File: src/rtl/rgb_pwm_pkg.sv
// rgb_pwm_pkg: register offsets, field widths and CTRL bit index shared by the RGB PWM block.
package rgb_pwm_pkg;
  localparam int DUTY_W = 8;
  localparam int PRESCALE_W = 16;
  localparam int CTRL_EN = 0;
  typedef enum logic [2:0] {
    OFF_CTRL     = 3'd0,
    OFF_PRESCALE = 3'd1,
    OFF_DUTY_R   = 3'd2,
    OFF_DUTY_G   = 3'd3,
    OFF_DUTY_B   = 3'd4,
    OFF_STATUS   = 3'd5,
    OFF_FADE     = 3'd6
  } reg_off_e;
endpackage

File: src/rtl/rgb_pwm_channel.sv
// rgb_pwm_channel: active duty tracking (full load or fade stepping) and registered active-low pin.
// Fade stepping is built when RGB_PWM_FADE_EN is defined.
module rgb_pwm_channel
  import rgb_pwm_pkg::*;
(
  input  logic              clk,
  input  logic              resetn,
  input  logic [DUTY_W-1:0] i_shadow,
  input  logic              i_wrap,
  input  logic              i_step,
  input  logic              i_en,
  input  logic [DUTY_W-1:0] i_cnt,
  output logic              o_pin_n
);
  logic [DUTY_W-1:0] r_active;
  logic [DUTY_W-1:0] w_next;
  logic              w_unused;
  assign w_unused = i_wrap ^ i_step;
`ifdef RGB_PWM_FADE_EN
  assign w_next = !i_en ? i_shadow :
                  !i_step ? r_active :
                  (r_active < i_shadow) ? r_active + 1'b1 :
                  (r_active > i_shadow) ? r_active - 1'b1 : r_active;
`else
  assign w_next = (!i_en || i_wrap) ? i_shadow : r_active;
`endif
  always_ff @(posedge clk or negedge resetn) begin
    if (!resetn) begin
      r_active <= '0;
      o_pin_n  <= 1'b1;
    end else begin
      r_active <= w_next;
      o_pin_n  <= !(i_en && i_cnt < r_active);
    end
  end
endmodule

File: src/rtl/rgb_pwm_iomem.sv
// rgb_pwm_iomem: iomem-bus slave driving a three-channel active-low RGB PWM.
// Define RGB_PWM_FADE_EN to add the FADE register and gradual duty stepping.
module rgb_pwm_iomem
  import rgb_pwm_pkg::*;
#(
  parameter logic [7:0]            ADDR_HI      = 8'h04,
  parameter logic [PRESCALE_W-1:0] PRESCALE_RST = 16'd0
) (
  input  logic        clk,
  input  logic        resetn,
  input  logic        iomem_valid,
  output logic        iomem_ready,
  input  logic [3:0]  iomem_wstrb,
  input  logic [31:0] iomem_addr,
  input  logic [31:0] iomem_wdata,
  output logic [31:0] iomem_rdata,
  output logic        ledr_n,
  output logic        ledg_n,
  output logic        ledb_n
);
  logic                  r_en;
  logic [PRESCALE_W-1:0] r_prescale;
  logic [PRESCALE_W-1:0] r_pre;
  logic [DUTY_W-1:0]     r_duty_r;
  logic [DUTY_W-1:0]     r_duty_g;
  logic [DUTY_W-1:0]     r_duty_b;
  logic [DUTY_W-1:0]     r_cnt;
  logic                  r_flag;
  logic                  w_sel;
  logic                  w_wr;
  logic                  w_b0;
  logic [2:0]            w_off;
  logic                  w_tick;
  logic                  w_wrap;
  logic                  w_step;
  logic [31:0]           w_rd_data;
  logic                  w_unused;

  assign w_sel  = iomem_valid && !iomem_ready && iomem_addr[31:24] == ADDR_HI;
  assign w_wr   = w_sel && |iomem_wstrb;
  assign w_b0   = w_wr && iomem_wstrb[0];
  assign w_off  = iomem_addr[4:2];
  assign w_tick = r_en && r_pre == r_prescale;
  assign w_wrap = w_tick && r_cnt == '1;
  assign w_unused = ^{iomem_addr[23:5], iomem_addr[1:0], iomem_wdata[31:16]};

`ifdef RGB_PWM_FADE_EN
  logic [DUTY_W-1:0] r_fade_div;
  logic [DUTY_W-1:0] r_wrap_cnt;
  assign w_step = w_wrap && r_wrap_cnt == r_fade_div;
  always_ff @(posedge clk or negedge resetn) begin
    if (!resetn) begin
      r_fade_div <= '0;
      r_wrap_cnt <= '0;
    end else begin
      if (w_b0 && w_off == OFF_FADE) r_fade_div <= iomem_wdata[7:0];
      if (w_wrap) r_wrap_cnt <= w_step ? '0 : r_wrap_cnt + 1'b1;
    end
  end
`else
  assign w_step = w_wrap;
`endif

  always_comb begin
    w_rd_data = '0;
    case (w_off)
      OFF_CTRL:     w_rd_data[CTRL_EN] = r_en;
      OFF_PRESCALE: w_rd_data[PRESCALE_W-1:0] = r_prescale;
      OFF_DUTY_R:   w_rd_data[DUTY_W-1:0] = r_duty_r;
      OFF_DUTY_G:   w_rd_data[DUTY_W-1:0] = r_duty_g;
      OFF_DUTY_B:   w_rd_data[DUTY_W-1:0] = r_duty_b;
      OFF_STATUS:   w_rd_data[DUTY_W:0] = {r_flag, r_cnt};
`ifdef RGB_PWM_FADE_EN
      OFF_FADE:     w_rd_data[DUTY_W-1:0] = r_fade_div;
`endif
      default:      w_rd_data = '0;
    endcase
  end

  always_ff @(posedge clk or negedge resetn) begin
    if (!resetn) begin
      iomem_ready <= 1'b0;
      iomem_rdata <= '0;
      r_en        <= 1'b0;
      r_prescale  <= PRESCALE_RST;
      r_duty_r    <= '0;
      r_duty_g    <= '0;
      r_duty_b    <= '0;
      r_pre       <= '0;
      r_cnt       <= '0;
      r_flag      <= 1'b0;
    end else begin
      iomem_ready <= w_sel;
      iomem_rdata <= w_sel ? w_rd_data : '0;
      if (w_b0 && w_off == OFF_CTRL) r_en <= iomem_wdata[CTRL_EN];
      if (w_b0 && w_off == OFF_PRESCALE) r_prescale[7:0] <= iomem_wdata[7:0];
      if (w_wr && iomem_wstrb[1] && w_off == OFF_PRESCALE) r_prescale[15:8] <= iomem_wdata[15:8];
      if (w_b0 && w_off == OFF_DUTY_R) r_duty_r <= iomem_wdata[7:0];
      if (w_b0 && w_off == OFF_DUTY_G) r_duty_g <= iomem_wdata[7:0];
      if (w_b0 && w_off == OFF_DUTY_B) r_duty_b <= iomem_wdata[7:0];
      // a wrap in the same cycle as the STATUS read keeps the flag set
      r_flag <= w_wrap || (r_flag && !(w_sel && !(|iomem_wstrb) && w_off == OFF_STATUS));
      r_pre  <= (!r_en || w_tick || (w_wr && w_off == OFF_PRESCALE)) ? '0 : r_pre + 1'b1;
      r_cnt  <= !r_en ? '0 : w_tick ? r_cnt + 1'b1 : r_cnt;
    end
  end

  rgb_pwm_channel u_r (.clk(clk), .resetn(resetn), .i_shadow(r_duty_r), .i_wrap(w_wrap),
    .i_step(w_step), .i_en(r_en), .i_cnt(r_cnt), .o_pin_n(ledr_n));
  rgb_pwm_channel u_g (.clk(clk), .resetn(resetn), .i_shadow(r_duty_g), .i_wrap(w_wrap),
    .i_step(w_step), .i_en(r_en), .i_cnt(r_cnt), .o_pin_n(ledg_n));
  rgb_pwm_channel u_b (.clk(clk), .resetn(resetn), .i_shadow(r_duty_b), .i_wrap(w_wrap),
    .i_step(w_step), .i_en(r_en), .i_cnt(r_cnt), .o_pin_n(ledb_n));
endmodule

File: config.mk
export PLATFORM = sky130hd
export DESIGN_NAME = rgb_pwm_iomem
export DESIGN_NICKNAME = d
export VERILOG_FILES = /design/src/rtl/rgb_pwm_pkg.sv /design/src/rtl/rgb_pwm_channel.sv /design/src/rtl/rgb_pwm_iomem.sv
export SDC_FILE = /design/constraint.sdc
export NUM_CORES = 1
export LEC_CHECK = 0
export BUFFER_PORTS_ARGS = -buffer_cell sky130_fd_sc_hd__buf_2
export CAP_MARGIN = 5
export CORE_MARGIN = 2
export CORE_UTILIZATION = 30
export DETAILED_ROUTE_END_ITERATION = 12
export GPL_ROUTABILITY_DRIVEN = 0
export GPL_TIMING_DRIVEN = 1
export HOLD_SLACK_MARGIN = 0.03
export MAX_ROUTING_LAYER = met4
export PLACE_DENSITY = 0.6
export RECOVER_POWER = 25
export SETUP_SLACK_MARGIN = 0.4
export SYNTH_ARGS = -nofsm -noshare
export SYNTH_HDL_FRONTEND = slang
export SYNTH_SLANG_ARGS = --single-unit
export TNS_END_PERCENT = 10
File: constraint.sdc
create_clock -name clk -period 2.6 [get_ports clk]
set_clock_uncertainty 0.2 [all_clocks]
set_input_delay 0.65 -clock clk [delete_from_list [all_inputs] [get_ports clk]]
set_output_delay 0.65 -clock clk [all_outputs]
set_load 0.02 [all_outputs]
Yosys cells after proc, flatten, opt, wreduce, memory -nomap -nowiden
Cells that the tools add are included.
Word-level totals
  output and inout port bits: 36
  register bits: 110
  word-level logic and storage cells: 72
Operators by class
  $lt $le $gt $ge: 3
  mux-type cells: 8
  eq/ne operators: 9
  add/subtract/negate cells: 2
  reduce and logical (&&, ||, !) cells: 33
Operators by type and width (count)
  $pmux W7 S5: 1
  $mux W16: 2
  $lt A8 B8 Y1: 3
  $logic_and A1 B1 Y1: 20
  $add A16 B1 Y16 const B: 1
  $eq A16 B16 Y1: 1
  $mux W8: 2
  $add A8 B1 Y8 const B: 1
  $eq A8 B3 Y1 const B: 1
  $eq A8 B8 Y1 const B: 1
  $logic_not A1 Y1: 7
  $mux W7: 1
  $eq A3 B2 Y1 const B: 2
  $eq A3 B3 Y1 const B: 2
  $pmux W1 S6: 1
  $logic_or A1 B1 Y1: 4
  $reduce_or A4 Y1: 1
  $eq A3 B1 Y1 const B: 1
  $logic_not A3 Y1: 1
  $ne A2 B1 Y1 const B: 1
  $pmux W1 S2: 1

Longest topological paths before layout
Gate-level depths: netlist of run 1.
  depth after elaboration: 8
  gate-level depth with buffers: 7

Cells and area by module
A second synthesis of run 1 with hierarchy kept.
Second synthesis, totals
  cells, all modules: 487
  area total of the unflattened synthesis: 5517.8 sq um
By module, submodules not included
  rgb_pwm_iomem: cells each 340, instances 1, area an instance 4027.6 sq um, sequential area each 2077.0 sq um
  rgb_pwm_channel: cells each 49, instances 3, area an instance 496.7 sq um, sequential area each 226.5 sq um

Least setup slack after synthesis of run 1
Ideal clock, no wire load.
  kind: in2reg
  from: input iomem_addr[2]
  to: register r_pre[10]
  buffers on the path: 2
  required time: 2.278 ns
  arrival time: 2.121 ns
  stages: 6
  library setup time: 0.122 ns
  path slack: 0.158 ns
  path through: clkbuf_1 -> nand2b_1 -> or2_2 -> o311ai_1 -> buf_2 -> nor2_1
On the way
  cells in the longest elaborated chain, start to end: 4
RTL lines
  start, declared: line rgb_pwm_iomem.sv:14  | input logic [31:0] iomem_addr,
  $eq A3 B1 Y1: line rgb_pwm_iomem.sv:103  | r_pre <= (!r_en || w_tick || (w_wr && w_off == OFF_PRESCALE)) ? '0 : r_pre + 1'b1;
  $logic_and A1 B1 Y1: line rgb_pwm_iomem.sv:103
  $logic_or A1 B1 Y1: line rgb_pwm_iomem.sv:103
  $mux W16: line rgb_pwm_iomem.sv:103
  end signal, assigned: line rgb_pwm_iomem.sv:103
  end, declared: line rgb_pwm_iomem.sv:23  | logic [PRESCALE_W-1:0] r_pre;
Every way passes these cells.
A chain may end at the register's enable or synchronous reset.

Final worst setup path of run 1
  from: register r_pre[9]
  to: register u_b.r_active[1]
On the way
  cells in the longest elaborated chain, start to end: 4
RTL lines
  $eq A16 B16 Y1: line rgb_pwm_iomem.sv:43  | assign w_tick = r_en && r_pre == r_prescale;
  $logic_and A1 B1 Y1: line rgb_pwm_iomem.sv:43
  $logic_and A1 B1 Y1: line rgb_pwm_iomem.sv:44  | assign w_wrap = w_tick && r_cnt == '1;
  $logic_or A1 B1 Y1: line rgb_pwm_channel.sv:25  | assign w_next = (!i_en || i_wrap) ? i_shadow : r_active;
  end signal, assigned: line rgb_pwm_channel.sv:32  | r_active <= w_next;
  end, declared: line rgb_pwm_channel.sv:15  | logic [DUTY_W-1:0] r_active;
Every way passes these cells.

==> results of run 1 <==
[power breakdown]
group / internal, W / switching (W)
Clock: 0.000726 / 0.000611
Sequential: 0.00171 / 0.00000396
Combinational: 0.0000461 / 0.000106
Total: 0.00249 / 0.000721
[metrics by stage]
step	std cells	total power, W
detailed placement	755	0.00191
global route	774	0.00334
global placement	755	0.00190
CTS	774	0.00326
floorplan	481	0.00183
finish	774	0.00321
[synthesized netlist by cell type (all sizes together) (2+ instances only)]
library cell and n:
a22oi 7, xnor2 5, nor2 39, nand2b 6, nor3 7, dfrtp 107
or3 2, nand3 8, mux2i 12, inv 28, or4 5, mux2 65
a21oi 25, dfstp 3, nand4 5, and3 11, o31ai 5, a211oi 2
ha 23, nor2b 6, o21ai 3, and4 2, nand2 14, a211o 2
o21a 3, nor4 5, xor2 26, clkbuf 7, buf 22
[layer usage]
metal	GRT usage (%)	up-vias
met5	-	-
met4	2.71	0
met3	4.03	11
met2	23.2	69
met1	16.5	1845
li1	-	1751
[layout make-up]
cell class	count	area (um2)
Fill cell	1757	11500
Sequential cell	110	2760
Multi-Input combinational cell	314	2540
Timing Repair Buffer	78	508
Tap cell	229	287
Clock buffer	13	270
Inverter	28	105
Clock inverter	2	16.3
[cell usage in the layout, fill, tap and decap left out, types with 12 or more instances in the layout]
master	netlist	final
mux2_2	45	45
xor2_1	26	26
nor2_1	38	38
ha_1	23	23
nand2_1	14	13
mux2_4	20	20
buf_2	3	52
conb_1	1	16
buf_4	16	17
inv_1	28	28
a21oi_1	25	25
dfrtp_1	107	107
mux2i_1	12	12
[worst max-delay path: cells and delay by family (launching register included)]
kind / cells / cell delay [ns]
and+or+nand+nor: 2 / 0.52
xor gates and xnor gates: 1 / 0.18
buffers and inverters: 1 / 0.20
DFF: 1 / 0.41
AOI/OAI and AO/OA: 1 / 0.41
muxes: 1 / 0.30
[repair_timing]
| item | in CTS | in global routing |
|---|---|---|
| endpoints found under the hold margin | 17 | 0 |
| hold buffers | 1 | 0 |
| setup endpoints to repair | 43 | 69 |
| pin swaps | 3 | 2 |
| setup buffers | 3 | 0 |
| resized for setup | 2 | 2 |
[state kept, by name, summed over array words and instances (netlist names), 8 cells and up]
name / count
r_cnt: 8
r_pre: 16
u_r.r_active: 8
r_prescale: 16
r_duty_r: 8
iomem_rdata: 16
u_g.r_active: 8
r_duty_b: 8
r_duty_g: 8
u_b.r_active: 8
[kinds of logic (layout without fill, tap and decap cells)]
kind of cell | Yosys count | in the layout | share of synthesized area (%)
mux | 78 | 78 | 17.3
fa+ha+maj | 23 | 23 | 5.23
simple gates | 114 | 114 | 10.8
other cells | 1 | 16 | 0.0682
flops | 110 | 110 | 50.1
buf+inv | 57 | 121 | 5.59
xor+xnor | 31 | 31 | 4.94
compound gates | 52 | 52 | 6.03
[final timing paths]
path                                             startpoint                           to
min in group asynchronous                            resetn   r_prescale[12]$_DFFE_PN0P_
max in group asynchronous                            resetn     iomem_rdata[4]$_DFF_PN0_
worst max-delay path                     r_pre[9]$_DFF_PN0_  u_b.r_active[1]$_DFFE_PN0P_
worst min-delay path            u_r.r_active[7]$_DFFE_PN0P_  u_r.r_active[7]$_DFFE_PN0P_
worst min register to register  u_r.r_active[7]$_DFFE_PN0P_  u_r.r_active[7]$_DFFE_PN0P_
worst max register to register           r_pre[9]$_DFF_PN0_  u_b.r_active[1]$_DFFE_PN0P_
==> metrics.txt, run 1 <==
outcome=complete, no violations; share of the cycle needed by the critical path after routing=90.6%; Rel. slew slack=33.7%; DIE AREA=19,400 um2; Worst path slowest cell=dfrtp_1; CP Class=flip-flop to flip-flop; critical path endpoint category=flip-flop; crit-path max cell delay=0.41 ns; max frequency=424 MHz; cell leakage power=3.14 nW; post-place setup slack=0.00245 ns; minimum clock period=2.36 ns; sequential element share of the synthesized area=50.1%; Mapped Cells=466; Clock Latency Late Sink=0.36 ns; power density over cell area=495 nW/um2; Post-layout nets=635; via count=3,676; Die Y-Extent=139 um; post-layout util=36.1%; Post-synth ARST share=100%; vias in the first global route=3,900; DR WL met3=563 um; synth top area cells=dfrtp_1 (49%), mux2_2 (9.2%), mux2_4 (5.5%); Ys Warns=0; total core area=18,000 um2; metal2 WL=6220 um; top routing layer used=met4; share of cells above drive strength 1=30.8%; Yosys cell types=46; Clock Root Buffer=clkbuf_16; initial core utilization=30.6%; maximum vdd drop=0.000319 V; first-pass GRT wire length=20,500 um; All-Layer GR Usage=13.7%; Slew Viols, Final=0; Clock Path Buffers=2; fin worst setup slack=0.244 ns; largest area contributor in the netlist=dfrtp_1; number of synthesized flops with an enable pin=0; worst min-delay path class=flip-flop to flip-flop; final setup vio count=0; worst endpoint required time=2.64 ns; Post-DP HPWL=9130 um; cts bufs inserted=9; Detailed Route Iter0 Violations=162; final instance area=6480 um2; post-synth top area share=48.7%; main flop type after synthesis=dfrtp_1; Cell Area, Synth=5500 um2; vias per inst=4.75; largest net degree at the start of global routing=61; Register-to-Register Setup Slack=0.24 ns; Post-DRT Antenna Nets=0; Worst Path Arrival=2.39 ns; FF+latch count, synth=110; Initial DRT Pass Iterations=4; global route total overflow=0; WL final=12,400 um; H-tree depth=3; RSZ-0062 raised after global routing=yes; initial antenna violation count=0; CTS tree=yes; maxcap violations=0; clk sinks=110; DR DRC count=0; I/O pin count=107; metal1 wirelength=5490 um; Fin Setup TNS=0 ns; hold path depth=1; DR WL/cell=16.0 um; Rows=49; R2R depth=6; dpl cell area=6160 um2; Hold Violations, Final=0; # diodes=0; Port Buffers=53; Layout area overhead=17.8%; clock transition at the registers of the reported paths=0.07 ns; Die W=139 um; Worst setup SP type=flip-flop; CP max FO=24; Worst Hold Margin=0.308 ns; worst-margin pin slew=0.994 ns; Mean Syn Cell Area=11.8 um2; Critical Path, Cell by Cell=xor2_1 -> nor4_2 -> nand4_1 -> o41a_1 -> buf_12 -> mux2_4
(Power assumes the default switching activity.)
==> run 2, diff against run 1 <==
- PLACE_DENSITY: 0.6 -> 0.61
- clock period: 2.6 -> 2.1 ns (I/O delays scaled with it)
==> metrics.txt, run 2 (synthesized netlist as in run 1, its figures left out) <==
outcome=finished with violations; violated checks=negative setup slack; Post-layout nets=672 (+5.8%); vias per inst=4.69 (-1.3%); Die Y-Extent=139 um (unchanged); Worst Path Arrival=2.41 ns (+0.02 ns); Clock Latency Late Sink=0.36 ns (about the same); H-tree depth=3 (unchanged); vias in the first global route=4,161 (+6.7%); Worst setup SP type=flip-flop; post-place setup slack=-0.290 ns (-0.293 ns); first-pass GRT wire length=21,700 um (+6.0%); Hold Violations, Final=0 (unchanged); Fin Setup TNS=-7.01 ns (-7.01 ns); final setup vio count=30 (+30); All-Layer GR Usage=14.5% (+0.71 points); multi-input logic area=2810 um2 (+11%); power density over cell area=572 nW/um2 (+16%); CTS tree=yes; clock transition at the registers of the reported paths=0.08 ns (about the same); DP Cell Count=795 (+5.3%); critical path endpoint category=flip-flop; CP max FO=23 (-4.2%); Layout area overhead=29.4%; max frequency=423 MHz (-0.34%); initial core utilization=30.6% (unchanged); RSZ-0062 raised after global routing=yes; Filler cells=1,681 (-4.3%); Largest regs=iomem_rdata x16, r_pre x16, r_prescale x16; commonest cells after routing, fill and taps aside=dfrtp_1 (107), mux2_4 (58), buf_2 (49), buf_4 (49), nor2_1 (37); Clock Path Buffers=2 (unchanged); share of the cycle needed by the critical path after routing=113% (+22 points); Rows=49 (unchanged); minimum clock period=2.36 ns (+0.00804 ns); Slew Viols, Final=0 (unchanged); cts bufs inserted=9 (unchanged); Final Non-Filler Cells=812 (+4.9%); largest net degree at the start of global routing=27 (-56%); via count=3,806 (+3.5%); CP Class=flip-flop to flip-flop; worst-margin pin slew=0.771 ns (-0.223 ns); Post-DP HPWL=9650 um (+5.8%); register cell area after layout=2760 um2 (unchanged); Port Buffers=53 (unchanged); maxcap violations=0 (unchanged); I/O pin count=107 (unchanged); worst endpoint required time=2.14 ns (-0.50 ns); global route total overflow=0 (unchanged); share of cells above drive strength 1=38.4% (+7.6 points); total core area=18,000 um2 (unchanged); worst min-delay path class=primary input to flip-flop; Rel. slew slack=48.6% (+15 points); DIE AREA=19,400 um2 (unchanged); initial antenna violation count=0 (unchanged); Die W=139 um (unchanged); most common cell after layout, fill and taps aside=dfrtp_1; DR DRC count=0 (unchanged); maximum vdd drop=0.000579 V (+81%); cell leakage power=3.47 nW (+10%); fin worst setup slack=-0.264 ns (-0.508 ns); Clock Root Buffer=clkbuf_16; # diodes=0 (unchanged); Initial DRT Pass Iterations=4 (unchanged); Post-DRT Antenna Nets=0 (unchanged); DR WL/cell=15.9 um (-0.40%); Post-CTS Setup Bufs=0 (-3); clk sinks=110 (unchanged); WL final=13,000 um (+4.5%); Detailed Route Iter0 Violations=186 (+15%)
[run 2: routing by layer]
layer / GRT usage [%] / wire (um) / vias to the layer above
li1: - / - / 1824
met1: 17.5 / 5660 / 1906
met2: 24.7 / 6780 / 60
met3: 2.41 / 311 / 16
met4: 4.57 / 193 / 0
met5: - / 0 / -
[run 2: area by class of cell]
cell class	instances	share of cell area [%]
inverter	28	1.48
clock inverter	7	1.00
timing repair buffer	115	12.1
tap	229	4.02
multi-input combinational	314	39.5
clock buffer	9	3.16
sequential	110	38.7
[run 2: worst max-delay path, stage by stage (launching register included)]
cell and delay (ns):
dfrtp_1 0.40, xor2_1 0.17, nor4_2 0.30, nand4_1 0.24, o41a_1 0.42, buf_12 0.20
mux2_4 0.30
[run 2: path summary, 6_finish.rpt]
kind                                        startpoint                          end  slack, ns  cells after the start
setup reg to reg                    r_pre[9]$_DFF_PN0_  u_r.r_active[4]$_DFFE_PN0P_      -0.26                      6
hold / removal                         iomem_wdata[13]   r_prescale[13]$_DFFE_PN0P_       0.20                      2
setup / recovery                    r_pre[9]$_DFF_PN0_  u_r.r_active[4]$_DFFE_PN0P_      -0.26                      6
hold reg to reg            u_b.r_active[6]$_DFFE_PN0P_  u_b.r_active[6]$_DFFE_PN0P_       0.31                      1
max in group asynchronous                       resetn      r_duty_b[3]$_DFFE_PN0P_       0.24                      3
min in group asynchronous                       resetn  u_r.r_active[5]$_DFFE_PN0P_       0.58                      2
[run 2: report_power, final]
part | switching (W) | internal [W]
clock network | 0.000878 | 0.000851
registers | 0.00000461 | 0.00212
logic | 0.000143 | 0.0000762
total | 0.00103 | 0.00305
[run 2: repair_timing]
item                                    CTS  global route
pin swaps                                 9             4
hold buffers                              1             0
endpoints found under the hold margin    18             0
gates cloned                              0             0
endpoints found under the setup margin  103           104
resized for setup                        63            11
[run 2: stage by stage]
step	instance area, um2	util, %	hold slack (ns)	total power, W
global route	7120	39.6	0.188	0.00425
CTS	7060	39.3	0.189	0.00413
floorplan	5600	-	0.0294	0.00227
detailed placement	6530	36.3	0.293	0.00238
global placement	6530	36.3	0.291	0.00238
finish	7120	39.6	0.197	0.00407
